`config.mk`:
```
export PLATFORM = sky130hd
export DESIGN_NAME = xbtn_sw_input
export DESIGN_NICKNAME = d
export VERILOG_FILES = /design/src/rtl/xbtn_sw_input_pkg.sv /design/src/rtl/xdebounce_bit.sv /design/src/rtl/xbtn_sw_input.sv
export SDC_FILE = /design/constraint.sdc
export NUM_CORES = 1
export LEC_CHECK = 0
export CORE_UTILIZATION = 47
export DETAILED_ROUTE_END_ITERATION = 16
export GPL_TIMING_DRIVEN = 1
export PLACE_DENSITY = 0.84
export SLEW_MARGIN = 20
export SYNTH_ARGS = -nofsm -noshare
export SYNTH_HDL_FRONTEND = slang
export SYNTH_SLANG_ARGS = --single-unit
```
`constraint.sdc`:
```
create_clock -name clk -period 2.6 [get_ports clk]
set_input_delay 0.39 -clock clk [delete_from_list [all_inputs] [get_ports clk]]
set_output_delay 0.39 -clock clk [all_outputs]
set_load 0.005 [all_outputs]
```
`src/rtl/xbtn_sw_input_pkg.sv`:
```
// Shared constants for the button/switch input peripheral: read-word layout,
// clear-control bits and default debounce sizing.
package xbtn_sw_input_pkg;

   localparam int XBTN_SW_DEBOUNCE_DEF = 500000;
   localparam int XBTN_SW_CNT_W_DEF    = 19;
   localparam int XBTN_SW_DATA_W_DEF   = 32;

   localparam int XBTN_SW_SW_W         = 8;
   localparam int XBTN_SW_PCNT_W       = 8;
   localparam int XBTN_SW_LEVEL_BIT    = 8;
   localparam int XBTN_SW_FLAG_BIT     = 9;
   localparam int XBTN_SW_CNT_LSB      = 10;

   // Write-data bits that clear the event flag and the press counter.
   localparam int XBTN_SW_CLR_FLAG_BIT = 0;
   localparam int XBTN_SW_CLR_CNT_BIT  = 1;

   typedef struct packed {
      logic [XBTN_SW_PCNT_W-1:0] press_cnt;
      logic                      flag;
      logic                      level;
      logic [XBTN_SW_SW_W-1:0]   sw;
   } rd_word_t;

   localparam int XBTN_SW_WORD_W = $bits(rd_word_t);

endpackage

```
`src/rtl/xdebounce_bit.sv`:
```
// One-bit two-flop synchronizer followed by a consecutive-disagreement
// counter; the stable level flips only after DEBOUNCE_CYCLES agreeing samples.
module xdebounce_bit
   import xbtn_sw_input_pkg::*;
#(
   parameter int DEBOUNCE_CYCLES = XBTN_SW_DEBOUNCE_DEF,
   parameter int CNT_W           = XBTN_SW_CNT_W_DEF
) (
   input  logic clk,
   input  logic rst,
   input  logic raw,
   output logic stable
);

   localparam logic [CNT_W-1:0] CNT_LAST = CNT_W'(DEBOUNCE_CYCLES - 1);

   logic             sync1_q, sync1_d;
   logic             sync2_q, sync2_d;
   logic             stable_q, stable_d;
   logic [CNT_W-1:0] cnt_q, cnt_d;

   // Any sample matching the stable level restarts qualification from zero.
   always_comb begin
      sync1_d  = raw;
      sync2_d  = sync1_q;
      stable_d = stable_q;
      cnt_d    = '0;
      if (sync2_q != stable_q) begin
         if (cnt_q == CNT_LAST) begin
            stable_d = sync2_q;
         end else begin
            cnt_d = cnt_q + 1'b1;
         end
      end
   end

   always_ff @(posedge clk or posedge rst) begin
      if (rst) begin
         sync1_q  <= 1'b0;
         sync2_q  <= 1'b0;
         stable_q <= 1'b0;
         cnt_q    <= '0;
      end else begin
         sync1_q  <= sync1_d;
         sync2_q  <= sync2_d;
         stable_q <= stable_d;
         cnt_q    <= cnt_d;
      end
   end

   assign stable = stable_q;

endmodule

```
`src/rtl/xbtn_sw_input.sv`:
```
// Button/switch input peripheral: debounced Btn3, conditioned Sw[7:0], sticky
// press flag and press counter, read as one bus word. Define XBTN_SW_DEBOUNCE_EN
// to debounce the switches too (otherwise they are only synchronized).
module xbtn_sw_input
   import xbtn_sw_input_pkg::*;
#(
   parameter int DEBOUNCE_CYCLES = XBTN_SW_DEBOUNCE_DEF,
   parameter int CNT_W           = XBTN_SW_CNT_W_DEF,
   parameter int DATA_W          = XBTN_SW_DATA_W_DEF
) (
   input  logic                    clk,
   input  logic                    rst,
   input  logic                    btn_raw,
   input  logic [XBTN_SW_SW_W-1:0] sw_raw,
   input  logic                    sel,
   input  logic                    we,
   input  logic [DATA_W-1:0]       data_in,
   output logic [DATA_W-1:0]       data_out,
   output logic                    btn_level,
   output logic                    btn_press
);

   logic                      btn_stable;
   logic [XBTN_SW_SW_W-1:0]   sw_stable;
   logic                      btn_prev_q, btn_prev_d;
   logic                      flag_q, flag_d;
   logic [XBTN_SW_PCNT_W-1:0] pcnt_q, pcnt_d;
   logic                      rd_acc, wr_acc, clr_flag, clr_cnt;
   rd_word_t                  rd_word;
   logic                      unused_data_in;

   xdebounce_bit #(
      .DEBOUNCE_CYCLES(DEBOUNCE_CYCLES),
      .CNT_W          (CNT_W)
   ) u_btn_db (
      .clk   (clk),
      .rst   (rst),
      .raw   (btn_raw),
      .stable(btn_stable)
   );

`ifdef XBTN_SW_DEBOUNCE_EN
   for (genvar i = 0; i < XBTN_SW_SW_W; i++) begin : g_sw_db
      xdebounce_bit #(
         .DEBOUNCE_CYCLES(DEBOUNCE_CYCLES),
         .CNT_W          (CNT_W)
      ) u_sw_db (
         .clk   (clk),
         .rst   (rst),
         .raw   (sw_raw[i]),
         .stable(sw_stable[i])
      );
   end
`else
   logic [XBTN_SW_SW_W-1:0] sw_sync1_q, sw_sync1_d;
   logic [XBTN_SW_SW_W-1:0] sw_sync2_q, sw_sync2_d;

   always_comb begin
      sw_sync1_d = sw_raw;
      sw_sync2_d = sw_sync1_q;
   end

   always_ff @(posedge clk or posedge rst) begin
      if (rst) begin
         sw_sync1_q <= '0;
         sw_sync2_q <= '0;
      end else begin
         sw_sync1_q <= sw_sync1_d;
         sw_sync2_q <= sw_sync2_d;
      end
   end

   assign sw_stable = sw_sync2_q;
`endif

   assign rd_acc    = sel & ~we;
   assign wr_acc    = sel & we;
   assign clr_flag  = rd_acc | (wr_acc & data_in[XBTN_SW_CLR_FLAG_BIT]);
   assign clr_cnt   = wr_acc & data_in[XBTN_SW_CLR_CNT_BIT];
   assign btn_press = btn_stable & ~btn_prev_q;
   assign btn_level = btn_stable;

   assign unused_data_in = ^data_in[DATA_W-1:XBTN_SW_CLR_CNT_BIT+1];

   // A press landing on the same edge as a clear wins in both the flag and the count.
   always_comb begin
      btn_prev_d = btn_stable;
      flag_d     = flag_q;
      pcnt_d     = pcnt_q;
      if (btn_press) begin
         flag_d = 1'b1;
      end else if (clr_flag) begin
         flag_d = 1'b0;
      end
      if (clr_cnt) begin
         pcnt_d = {{(XBTN_SW_PCNT_W-1){1'b0}}, btn_press};
      end else if (btn_press) begin
         pcnt_d = pcnt_q + 1'b1;
      end
   end

   always_ff @(posedge clk or posedge rst) begin
      if (rst) begin
         btn_prev_q <= 1'b0;
         flag_q     <= 1'b0;
         pcnt_q     <= '0;
      end else begin
         btn_prev_q <= btn_prev_d;
         flag_q     <= flag_d;
         pcnt_q     <= pcnt_d;
      end
   end

   always_comb begin
      rd_word           = '0;
      rd_word.press_cnt = pcnt_q;
      rd_word.flag      = flag_q;
      rd_word.level     = btn_stable;
      rd_word.sw        = sw_stable;
      data_out          = '0;
      if (sel) begin
         data_out[XBTN_SW_WORD_W-1:0] = rd_word;
      end
   end

endmodule
```
==> metrics.csv <==
stage,metric,value,unit
run_status,status,"complete, no violations",
global_routing,pin count of the biggest net entering global routing,49,
place,count of buffers from port buffering,34,
power_and_ir_drop,leakage power,1.144,nW
sta,post-route minimum period,2263,ps
setup_path,"slowest stage cell, crit path",clkdlybuf4s50_1,
setup_path,CP Cell Sequence,"clkdlybuf4s50_1, and2_1, clkdlybuf4s50_1",
cts,"Clk Latency, worst-skew pair",310,ps
global_routing,initial antenna violation count,0,
route,post-DR wirelength/cell,12.30,um
power_and_ir_drop,internal power,1.094,mW
route,Initial DRT Pass Iterations,4,
synth,Synth area leader,dfrtp_1,
sta,setup_tns,0,ps
final_layout,Reg area,1201,um2
synth,Synth Flop Type,dfrtp_1,
setup_path,cell family with most CP delay,buffers and inverters,
setup_path,crit path DAT,1870,ps
cts,CTS Sinks,48,
floorplanning,I/O pins,79,
cts,worst-case clock buffer depth,2,
setup_path,"most used cell, CP",clkdlybuf4s50_1,
setup_path,Setup CP Type,in -> out,
power_and_ir_drop,sw frac,22.06,%
setup_path,crit path launch type,primary input,
sta,relative slew slack,61.59,%
floorplanning,# rows,24,
job,MaxCap Viol Count,0,
setup_path,r2r setup slk,870,ps
floorplanning,Core Area,4384,um2
global_routing,GRT Resource Usage Total,15.75,%
synth,Synth area leaders,"dfrtp_1 56%, and2_1 5.2%, buf_4 4.9%",
setup_path,critical path peak fanout,20,
setup_path,Buf/Inv on CP,2,
cts,Post CTS Setup Buffer Count,0,
sta,part of the cycle the worst path needs,87.04,%
final_layout,Post-Layout Cell Count,289,
sta,max-slew violations,0,
cts,post-cts hold buffer count,0,
route,Vias/cell,4.983,
synth,most common cell in the netlist,dfrtp_1,
synth,top cell type's share of synthesized area,55.85,%
place,hpwl dp,2.470,mm
final_layout,FILL cells,354,
synth,Unique masters post-synth,34,
worst_hold_path,worst hold-check path type,reg -> reg,
sta,Clock Skews,9.292,ps
cts,H-Tree Depth,2,
sta,fmax,441.9,MHz
final_layout,area of the multi-input gates,857.1,um2
cts,TritonCTS clock tree,yes,
place,routability congestion estimate,0.7819,
setup_path,max incr delay on CP,770,ps
route,initial detailed-routing violation count,81,
power_and_ir_drop,Worst VDD drop,392.2,uV
global_routing,gr ovfl total,0,
synth,Yosys warnings,0,
final_layout,area grow syn2layout,21.47,%
final_layout,n_diodes,0,
sta,RSZ-0062 raised after global routing,no,
route,antenna-violating nets left,0,
synth,"Cell Area, Synth",2151,um2
synth,most frequent cells after synthesis,"48 x dfrtp_1, 23 x nor2_1, 18 x and2_1, 14 x buf_4",
synth,Synth Instances,199,
floorplanning,die area,4850,um2
global_routing,first-pass GRT wire length,5.947,mm
final_layout,nets,283,
sta,# setup viols final,0,
cts,clock buffer count from CTS,5,
synth,Synth Area per Inst,10.81,um2
sta,final hold violations,0,
power_and_ir_drop,Sequential Power Share,55.0,%
synth,number of synthesized flops with an enable pin,0,
cts,root buf cell,clkbuf_8,
power_and_ir_drop,sw power,309.6,uW
route,Via Count,1440,
setup_path,CP required,2210,ps
floorplanning,Die Y,69.65,um
setup_path,Worst Setup End Kind,output port,
route,Post-route DRC,0,
power_and_ir_drop,clock power share,39.4,%
synth,"Seq/Total Area, Yosys",55.85,%
synth,"FF+latch count, synth",48,
cts,Worst-path clk slew,100,ps
final_layout,share of cells above drive strength 1,7.173,%
global_routing,number of global-route vias before repair,1304,
sta,worst slew pin tran,576.2,ps
place,placed cell count,281,
power_and_ir_drop,combinational power share,5.7,%
route,Total Routed Length,3.556,mm
floorplanning,Die W,69.65,um
synth,asr flop ratio synth,100.0,%
power_and_ir_drop,power density cells,537.1,nW/um2
floorplanning,Initial Utilization,49.06,%
cts,Resize count post-CTS,0,
final_layout,fin util,59.59,%
power by group through the flow:
stage	Sequential, mW	Combinational [mW]	Clock, mW
after global routing	0.773	0.0891	0.598
after CTS	0.771	0.0815	0.568
after floorplan	0.784	0.0527	0
after detailed placement	0.786	0.0813	0
final	0.771	0.0796	0.552
after global placement	0.785	0.0788	0
flip-flops by register name (all words and copies together) (netlist names):
| name | count |
|---|---|
| u_btn_db.sync1_q | 1 |
| u_btn_db.stable | 1 |
| pcnt_q | 8 |
| sw_sync1_q | 8 |
| btn_prev_q | 1 |
| sw_stable | 8 |
| flag_q | 1 |
| u_btn_db.cnt_q | 19 |
| u_btn_db.sync2_q | 1 |
final timing paths:
path                                   start           endpoint  cells after the start
max                                      sel        data_out[0]                      3
min reg2reg                    sw_sync1_q[1]       sw_stable[1]                      0
max reg2reg                u_btn_db.cnt_q[0]    u_btn_db.stable                      5
max in group asynchronous                rst  u_btn_db.cnt_q[5]                      3
min in group asynchronous                rst       sw_stable[2]                      3
min                            sw_sync1_q[1]       sw_stable[1]                      0
stage by stage:
step                      worst slack [ps]  instance area (um2)  power, mW  hold WS (ps)
after detailed placement             321.1                 2497     0.8677         334.7
after CTS                            331.2                 2613      1.421         349.5
final                                336.8                 2613      1.403         348.9
after global placement               337.2                 2497     0.8640         331.8
after floorplan                      930.5                 2200     0.8370         331.2
after global routing                 220.8                 2613      1.460         356.3
logic make-up (layout without fill, tap and decap cells):
group           count (synthesis)  after routing  synth area share, %
simple gates                   91             91                23.62
fa+ha+maj                       2              2                1.163
other cells                     1             14               0.1744
compound gates                 11             11                3.083
buf+inv                        23             48                6.573
flops                          48             48                55.85
mux                             2              2               0.9889
xor+xnor                       21             21                8.551
per-layer routing:
metal / vias up / GRT usage [%] / routed length (um)
li1: 713 / - / -
met1: 689 / 19.57 / 1677
met2: 31 / 26.21 / 1709
met3: 7 / 3.488 / 101
met4: 0 / 7.333 / 68
met5: - / 0 / 0
final cells by class:
type                            count  share of cell area (%)
Clock buffer                        5                   2.634
Clock inverter                      3                   1.772
Inverter                            3                  0.4310
Multi-Input combinational cell    141                   32.81
Sequential cell                    48                   45.98
Tap cell                           52                   2.490
Timing Repair Buffer               37                   13.89
placed cells by master (no fill, tap or decap), drive strengths merged:
master          n
mux2            1
dfrtp          48
nor2b           1
nand3b          2
buf             3
xor2           11
nor2           23
mux2i           1
o21ai           4
and4            3
or4             1
nor4b           1
bufinv          1
nor3            3
ha              2
nand3           6
nand4           9
clkinvlp        1
a21oi           4
conb           14
and2           18
o31ai           1
or3             4
nor4            5
nand2          11
clkbuf          5
a21o            1
inv             4
xnor2          10
o21bai          1
clkdlybuf4s50  34
and3            3
nand2b          1
Note: power is estimated with default switching activity, not from simulation.
